[src/rtl/expr_arbiter_if.sv]
// Handshake bundle between the two byte sources, the shared checker and the verdict consumer.
interface expr_arbiter_if;
  logic       a_valid;
  logic [7:0] a_data;
  logic       a_ready;
  logic       b_valid;
  logic [7:0] b_data;
  logic       b_ready;
  logic       res_valid;
  logic       res_ready;
  logic       res_ok;
  logic       res_src;
  logic [7:0] res_len;
  logic [1:0] grant;

  modport master (
    output a_valid, a_data, b_valid, b_data, res_ready,
    input  a_ready, b_ready, res_valid, res_ok, res_src, res_len, grant
  );

  modport slave (
    input  a_valid, a_data, b_valid, b_data, res_ready,
    output a_ready, b_ready, res_valid, res_ok, res_src, res_len, grant
  );
endinterface

[src/rtl/expr_arbiter.sv]
// Round-robin owner of a digit((+|*)digit)* recognizer shared by two ASCII sources;
// emits one (ok, src, len) verdict per ';'-terminated expression.
module expr_arbiter #(
  parameter int unsigned MAXLEN = 32
) (
  input  logic          clk,
  input  logic          clr,
  expr_arbiter_if.slave bus
);

  typedef enum logic [1:0] {IDLE, RUN, RESULT} state_t;
  typedef enum logic [1:0] {EXPECT, AFTER, ERR} chk_t;

  state_t     state;
  chk_t       chk;
  logic [1:0] grant;
  logic       last_src;
  logic [7:0] len;
  logic       res_ok;
  logic       res_src;
  logic [7:0] res_len;

  logic       in_valid;
  logic [7:0] in_data;
  logic       fire;
  logic       is_digit;
  logic       is_op;
  logic       is_term;

  // Byte path is muxed by the registered grant, so readies never depend on valids.
  always_comb begin
    in_valid = grant[1] ? bus.b_valid : bus.a_valid;
    in_data  = grant[1] ? bus.b_data  : bus.a_data;
    fire     = (state == RUN) && in_valid;
    is_digit = (in_data >= 8'h30) && (in_data <= 8'h39);
    is_op    = (in_data == 8'h2B) || (in_data == 8'h2A);
    is_term  = (in_data == 8'h3B);
  end

  always_ff @(posedge clk) begin
    if (clr) begin
      state    <= IDLE;
      chk      <= EXPECT;
      grant    <= '0;
      last_src <= 1'b1;
      len      <= '0;
      res_ok   <= 1'b0;
      res_src  <= 1'b0;
      res_len  <= '0;
    end else begin
      case (state)
        IDLE: begin
          if (bus.a_valid && (!bus.b_valid || last_src)) begin
            grant    <= 2'b01;
            last_src <= 1'b0;
            state    <= RUN;
            len      <= '0;
            chk      <= EXPECT;
          end else if (bus.b_valid) begin
            grant    <= 2'b10;
            last_src <= 1'b1;
            state    <= RUN;
            len      <= '0;
            chk      <= EXPECT;
          end
        end
        RUN: begin
          if (fire) begin
            if (is_term) begin
              res_ok  <= (chk == AFTER) && ({24'd0, len} <= MAXLEN);
              res_src <= grant[1];
              res_len <= len;
              state   <= RESULT;
            end else begin
              if (len != 8'hFF) len <= len + 8'd1;
              case (chk)
                EXPECT:  chk <= is_digit ? AFTER  : ERR;
                AFTER:   chk <= is_op    ? EXPECT : ERR;
                default: chk <= ERR;
              endcase
            end
          end
        end
        RESULT: begin
          if (bus.res_ready) begin
            state <= IDLE;
            grant <= '0;
          end
        end
        default: state <= IDLE;
      endcase
    end
  end

  assign bus.a_ready   = (state == RUN) && grant[0];
  assign bus.b_ready   = (state == RUN) && grant[1];
  assign bus.res_valid = (state == RESULT);
  assign bus.res_ok    = res_ok;
  assign bus.res_src   = res_src;
  assign bus.res_len   = res_len;
  assign bus.grant     = grant;

endmodule

[src/flat_wrapper.sv]
// flat-port wrapper written by rule: the top's interface ports become plain ports
module expr_arbiter_flat 
#(
  parameter int unsigned MAXLEN = 32
)
  (clk, clr, bus_a_valid, bus_a_data, bus_b_valid, bus_b_data, bus_res_ready, bus_a_ready, bus_b_ready, bus_res_valid, bus_res_ok, bus_res_src, bus_res_len, bus_grant);
  expr_arbiter_if bus_i ();
  input  logic clk;
  input  logic clr;
  input wire logic [$bits(bus_i.a_valid)-1:0] bus_a_valid;
  input wire logic [$bits(bus_i.a_data)-1:0] bus_a_data;
  input wire logic [$bits(bus_i.b_valid)-1:0] bus_b_valid;
  input wire logic [$bits(bus_i.b_data)-1:0] bus_b_data;
  input wire logic [$bits(bus_i.res_ready)-1:0] bus_res_ready;
  output wire logic [$bits(bus_i.a_ready)-1:0] bus_a_ready;
  output wire logic [$bits(bus_i.b_ready)-1:0] bus_b_ready;
  output wire logic [$bits(bus_i.res_valid)-1:0] bus_res_valid;
  output wire logic [$bits(bus_i.res_ok)-1:0] bus_res_ok;
  output wire logic [$bits(bus_i.res_src)-1:0] bus_res_src;
  output wire logic [$bits(bus_i.res_len)-1:0] bus_res_len;
  output wire logic [$bits(bus_i.grant)-1:0] bus_grant;
  assign bus_i.a_valid = bus_a_valid;
  assign bus_i.a_data = bus_a_data;
  assign bus_i.b_valid = bus_b_valid;
  assign bus_i.b_data = bus_b_data;
  assign bus_i.res_ready = bus_res_ready;
  assign bus_a_ready = bus_i.a_ready;
  assign bus_b_ready = bus_i.b_ready;
  assign bus_res_valid = bus_i.res_valid;
  assign bus_res_ok = bus_i.res_ok;
  assign bus_res_src = bus_i.res_src;
  assign bus_res_len = bus_i.res_len;
  assign bus_grant = bus_i.grant;
  expr_arbiter #(.MAXLEN(MAXLEN)) u_core (.clk(clk), .clr(clr), .bus(bus_i));
endmodule
[config.mk]
export PLATFORM = sky130hd
export DESIGN_NAME = expr_arbiter_flat
export DESIGN_NICKNAME = d
export VERILOG_FILES = /design/src/rtl/expr_arbiter_if.sv /design/src/rtl/expr_arbiter.sv /design/src/flat_wrapper.sv
export SDC_FILE = /design/constraint.sdc
export NUM_CORES = 1
export LEC_CHECK = 0
export CORE_UTILIZATION = 40
export CTS_CLUSTER_DIAMETER = 40
export DETAILED_ROUTE_END_ITERATION = 10
export GPL_ROUTABILITY_DRIVEN = 0
export PLACE_DENSITY = 0.77
export SLEW_MARGIN = 20
export SYNTH_ARGS = -nofsm -noshare
export SYNTH_HDL_FRONTEND = slang
export SYNTH_SLANG_ARGS = --single-unit
[constraint.sdc]
create_clock -name clk -period 3.89 [get_ports clk]
set_clock_uncertainty 0.15 [all_clocks]
set_input_delay 0.778 -clock clk [delete_from_list [all_inputs] [get_ports clk]]
set_output_delay 0.778 -clock clk [all_outputs]
set_load 0.01 [all_outputs]
## Word level (Yosys, flattened, before mapping)

Index checks and enable logic that the tools add are counted.
W data, S select, Z words.

| word-level totals | value |
|---|---|
| register bits | 25 |
| input bits | 21 |
| output and inout bits | 15 |
| word-level logic and storage cells | 72 |

| operators by class | value |
|---|---|
| add/sub/neg operators | 1 |
| order comparisons | 3 |
| equal/unequal tests | 13 |
| mux-type cells | 27 |
| reduce and logical (&&, ||, !) cells | 20 |

Operator list:

| cell | number |
|---|---|
| $mux W8 | 6 |
| $mux W2 | 13 |
| $eq A8 B6 Y1 const B | 3 |
| $le A8 B6 Y1 const B | 2 |
| $pmux W8 S2 | 1 |
| $pmux W2 S2 | 3 |
| $add A8 B1 Y8 const B | 1 |
| $ge A8 B6 Y1 const B | 1 |
| $ne A8 B8 Y1 const B | 1 |
| $reduce_and A4 Y1 | 2 |
| $logic_and A1 B1 Y1 | 6 |
| $ne A2 B2 Y1 const B | 3 |
| $pmux W2 S3 | 1 |
| $reduce_and A3 Y1 | 2 |
| $reduce_bool A2 Y1 | 3 |
| $reduce_and A5 Y1 | 1 |
| $eq A2 B1 Y1 const B | 2 |
| $logic_not A2 Y1 | 2 |
| $ne A2 B1 Y1 const B | 2 |
| $mux W1 | 3 |
| $ne A3 B2 Y1 const B | 1 |
| $eq A2 B2 Y1 const B | 1 |
| $logic_or A1 B1 Y1 | 2 |
| $reduce_and A2 Y1 | 1 |
| $logic_not A1 Y1 | 1 |

## Logic depth before layout (Yosys ltp)

| depth | value |
|---|---|
| depth after elaboration | 8 |
| mapped depth | 7 |
| mapped depth without buffers | 6 |

## Least setup slack after synthesis

OpenSTA, ideal clock, no wires.

| timing | value |
|---|---|
| kind | input-to-reg |
| start | input port bus_b_data[7] |
| end | register u_core.res_len[0] (netlist: u_core.bus.res_len[0]) |
| setup time | 0.128 ns |
| arrival | 2.016 ns |
| data required time | 3.612 ns |
| path slack | 1.596 ns |
| cell stages on the path | 6 |
| path buffers | 1 |
| path through | nor3b_2 -> o22ai_2 -> or4b_4 -> buf_6 -> mux2i_1 -> nor2_1 |

| on the way | value |
|---|---|
| word-level cells in the longest chain between the ends | 3 |

Ends and longest elaborated chain:

| what | line | source |
|---|---|---|
| start, declared | flat_wrapper.sv:13 | `input wire logic [$bits(bus_i.b_data)-1:0] bus_b_data;` |
| $mux W8 | expr_arbiter.sv:33 | `in_data = grant[1] ? bus.b_data : bus.a_data;` |
| $eq A8 B6 Y1 | expr_arbiter.sv:37 | `is_term = (in_data == 8'h3B);` |
| $reduce_and A3 Y1 (no source line) | -- |  |
| end signal, assigned | expr_arbiter.sv:72 | `res_len <= len;` |
| end, declared | expr_arbiter.sv:21 | `logic [7:0] res_len;` |

No other way between the ends.
A chain may end at the register's enable or synchronous reset.

## Worst setup path after layout

| timing | value |
|---|---|
| start | register u_core.grant[1] (netlist: u_core.bus.grant[1]) |
| end | output port bus_b_ready |

| on the way | value |
|---|---|
| word-level cells in the longest chain between the ends | 1 |

Ends and longest elaborated chain:

| what | line | source |
|---|---|---|
| start, declared | expr_arbiter.sv:16 | `logic [1:0] grant;` |
| start signal, assigned | expr_arbiter.sv:44 | `grant <= '0;` |
| start signal, assigned | expr_arbiter.sv:54 | `grant <= 2'b01;` |
| start signal, assigned | expr_arbiter.sv:60 | `grant <= 2'b10;` |
| $logic_and A1 B1 Y1 | expr_arbiter.sv:96 | `assign bus.b_ready = (state == RUN) && grant[1];` |
| end, declared | flat_wrapper.sv:16 | `output wire logic [$bits(bus_i.b_ready)-1:0] bus_b_ready;` |

No other way between the ends.

==> impl_results.md <==
* Top cells by area, synth: dfxtp_1 37%, mux2i_1 8.1%, nor2_1 5.5%
* Rel. slew slack at 0.4817
* Clk_lat worst skew at 0.33 ns
* Num rows at 20
* Root buf cell: clkbuf_4
* Lkg Pwr at between 0.6 and 0.7 nW
* Vias in the first global route at 1183
* H-Tree Depth at 1
* Cts hold-fix bufs at 0
* Fin nets at 214
* Setup Crit Path Kind: reg -> out
* Wire length per cell at 13.49 µm
* Max-slew violations at 0
* Top-count cell post-synth: dfxtp_1
* Full die area at 0.003628 mm²
* Met3 usage at 0.03247
* Synth cell types at 44
* Pwr dens at about 260 mW/mm²
* Die Wd at 60.23 µm
* N_diodes at 0
* HP Class: reg -> reg
* Post-DRT Antenna Nets at 0
* CTS tree: done
* Ys flop type: dfxtp_1
* Crit path cell chain: and2_1, clkdlybuf4s50_1
* Clock transition at path regs at 0.13 ns
* CP Data Arrival Time at 1.77 ns
* Tot GR Track Use at 0.1834
* WHS at ~0.33 ns
* Post-synthesis sequential area ratio at 0.3690
* Buffers on Ports at 35
* Async set-reset flop share out of synthesis at 0
* Pin count of the biggest net entering global routing at 18
* Max-cap viol count at 0
* Syn avg cell area at 8.694 µm²
* Final setup violating endpoints at 0
* Yosys warns at 0
* Layer with the highest usage: met2
* GR Layer Usage met1 at 0.2116
* Synth top area share at 0.3690
* Design area at approximately 0.0018 mm²
* Maximum root-to-sink buffer count at 2
* CTS Buf Count at 3
* TritonRoute pass-1 iters at 4
* Fin cells at 234
* Fin crit share at 0.6924
* NetSw at about 0.12 mW
* CP endpoint kind: primary output
* Met2 Usage GRT at 0.3265
* Final Critical Period at 2.693 ns
* Area leader, netlist: dfxtp_1
* Via count at 1292
* Outcome: completed
* Slowest-stage cell, CP: dfxtp_1
* First-pass GRT wire length at 5.009 mm
* WP data required at 2.96 ns
* Grt ovf at 0
* Share of cells above drive strength 1 at 0.07368
* Buffer and inverter count on the worst path at 1
* Seq pwr share at 0.578
* Remaining DRCs at 0
* Switching share of power at 0.2655
* Iter 0 DRT Violations at 55
* Area grow syn2layout at 29.61%
* Syn Nets at approximately 180
* F_max at 371.3 MHz
* Cells after DPL at 230
* Detailed placer's ending HPWL at ~2.4 mm
* Peak supply drop at 0.0001193 V
* # fillers at 290
* P_int at about 0.34 mW
* EDFF count, synth at 0
* Syn Inst Count at between 150 and 200
* Vias per std cell at ~5.5
* Ports at 36
* Unrepaired setup endpoints after global routing: false
* Antenna violations before repair at 0
* Core box area at about 0.0031 mm²
* Post-CTS sizing at 0
* Initial core utilization at 0.4336
* Setup TNS at 0 ns
* Slowest Stage Delay on Critical Path at 0.71 ns
* Final Hold Violating Endpoints at 0
* Postcts setup bufs at 0
* Clk sinks at 25
* Combinational power share at 0.167
* Startpoint Class: register
* Synth Register Bits at 25
* Post-synth top cells: 25 x dfxtp_1, 20 x nor2_1, 11 x mux2i_1, 11 x nand2_1, 10 x a21oi_1
* Worst-path fanout max at 15
* Top delay family on crit path: flip-flops
* Die Height at 60.23 µm
* Placed Area at about 0.0017 mm²
* Worst-margin pin slew at approximately 0.77 ns
* Total Wirelength at 3.157 mm
* Clock power frac at 0.255
* Synthesized cell area at 0.001356 mm²
-- path summary, 6_finish.rpt --
check	start	end	slack (ns)	cells after the start
min reg2reg	u_core.last_src	u_core.last_src	0.33	2
max reg2reg	u_core.bus.grant[1]	u_core.bus.res_len[1]	1.48	5
min	u_core.last_src	u_core.last_src	0.33	2
max	u_core.bus.grant[1]	bus_b_ready	1.20	2
-- routing by layer --
metal | vias to the layer above | part of all wire
li1 | 642 | -
met1 | 615 | 0.45
met4 | 0 | 0.017
met2 | 30 | 0.48
met5 | - | 0
met3 | 5 | 0.047
-- state kept, by name (all words and copies together), names as in the netlist --
register,flops
u_core.bus.res_len,8
u_core.len,8
u_core.bus.grant,2
u_core.chk,2
u_core.state,2
u_core.bus.res_ok,1
u_core.bus.res_src,1
u_core.last_src,1
-- cell type report --
cell class                 count  area (µm²)  area share
multi-input combinational    118       788.3      0.4484
clock inverter                 1       7.507    0.004270
inverter                       7       26.28     0.01495
tap                           44       55.05     0.03132
timing repair buffer          36       357.8      0.2036
clock buffer                   3       22.52     0.01281
sequential                    25       500.5      0.2847
-- tightest hold or removal path, stage by stage (launching register included) --
cell	delay [ns]
dfxtp_1	0.34
nand2_1	0.06
nand2_1	0.05
-- power groups by stage --
stage          combinational, mW  sequential [mW]  clock [mW]
2_1_floorplan             0.0424            0.272           0
3_3_place_gp              0.0744            0.274           0
3_5_place_dp              0.0769            0.274           0
6_report                  0.0776            0.269       0.118
4_1_cts                   0.0774            0.269       0.123
5_1_grt                   0.0846            0.270       0.131
-- cell usage in the layout, fill, tap and decap left out, drive strengths merged, types with 3 or more instances in the layout --
master	instances
or4	5
o21ai	5
a21oi	10
nor2	20
nand2b	4
clkdlybuf4s50	35
nand3	8
nand2	11
and2	3
nor2b	3
dfxtp	25
mux2i	11
nor3	3
clkbuf	3
o31ai	5
inv	7
-- through the flow --
step / worst slack [ns] / utilization / total power, mW
final: 1.197 / 0.5620 / 0.4646
after CTS: 1.184 / 0.5620 / 0.4690
after floorplan: 1.596 / - / 0.3141
after global placement: 1.012 / 0.5524 / 0.3481
after global routing: 1.100 / 0.5620 / 0.4853
after detailed placement: 0.9352 / 0.5524 / 0.3511
-- kinds of logic after synthesis --
| logic type | after synthesis | synth area share |
|---|---|---|
| compound gates | 34 | 0.1882 |
| fa+ha+maj | 2 | 0.01845 |
| buf+inv | 13 | 0.04982 |
| flops | 25 | 0.3690 |
| mux | 11 | 0.08118 |
| simple gates | 71 | 0.2934 |
Power figures use the tool's default switching activity.
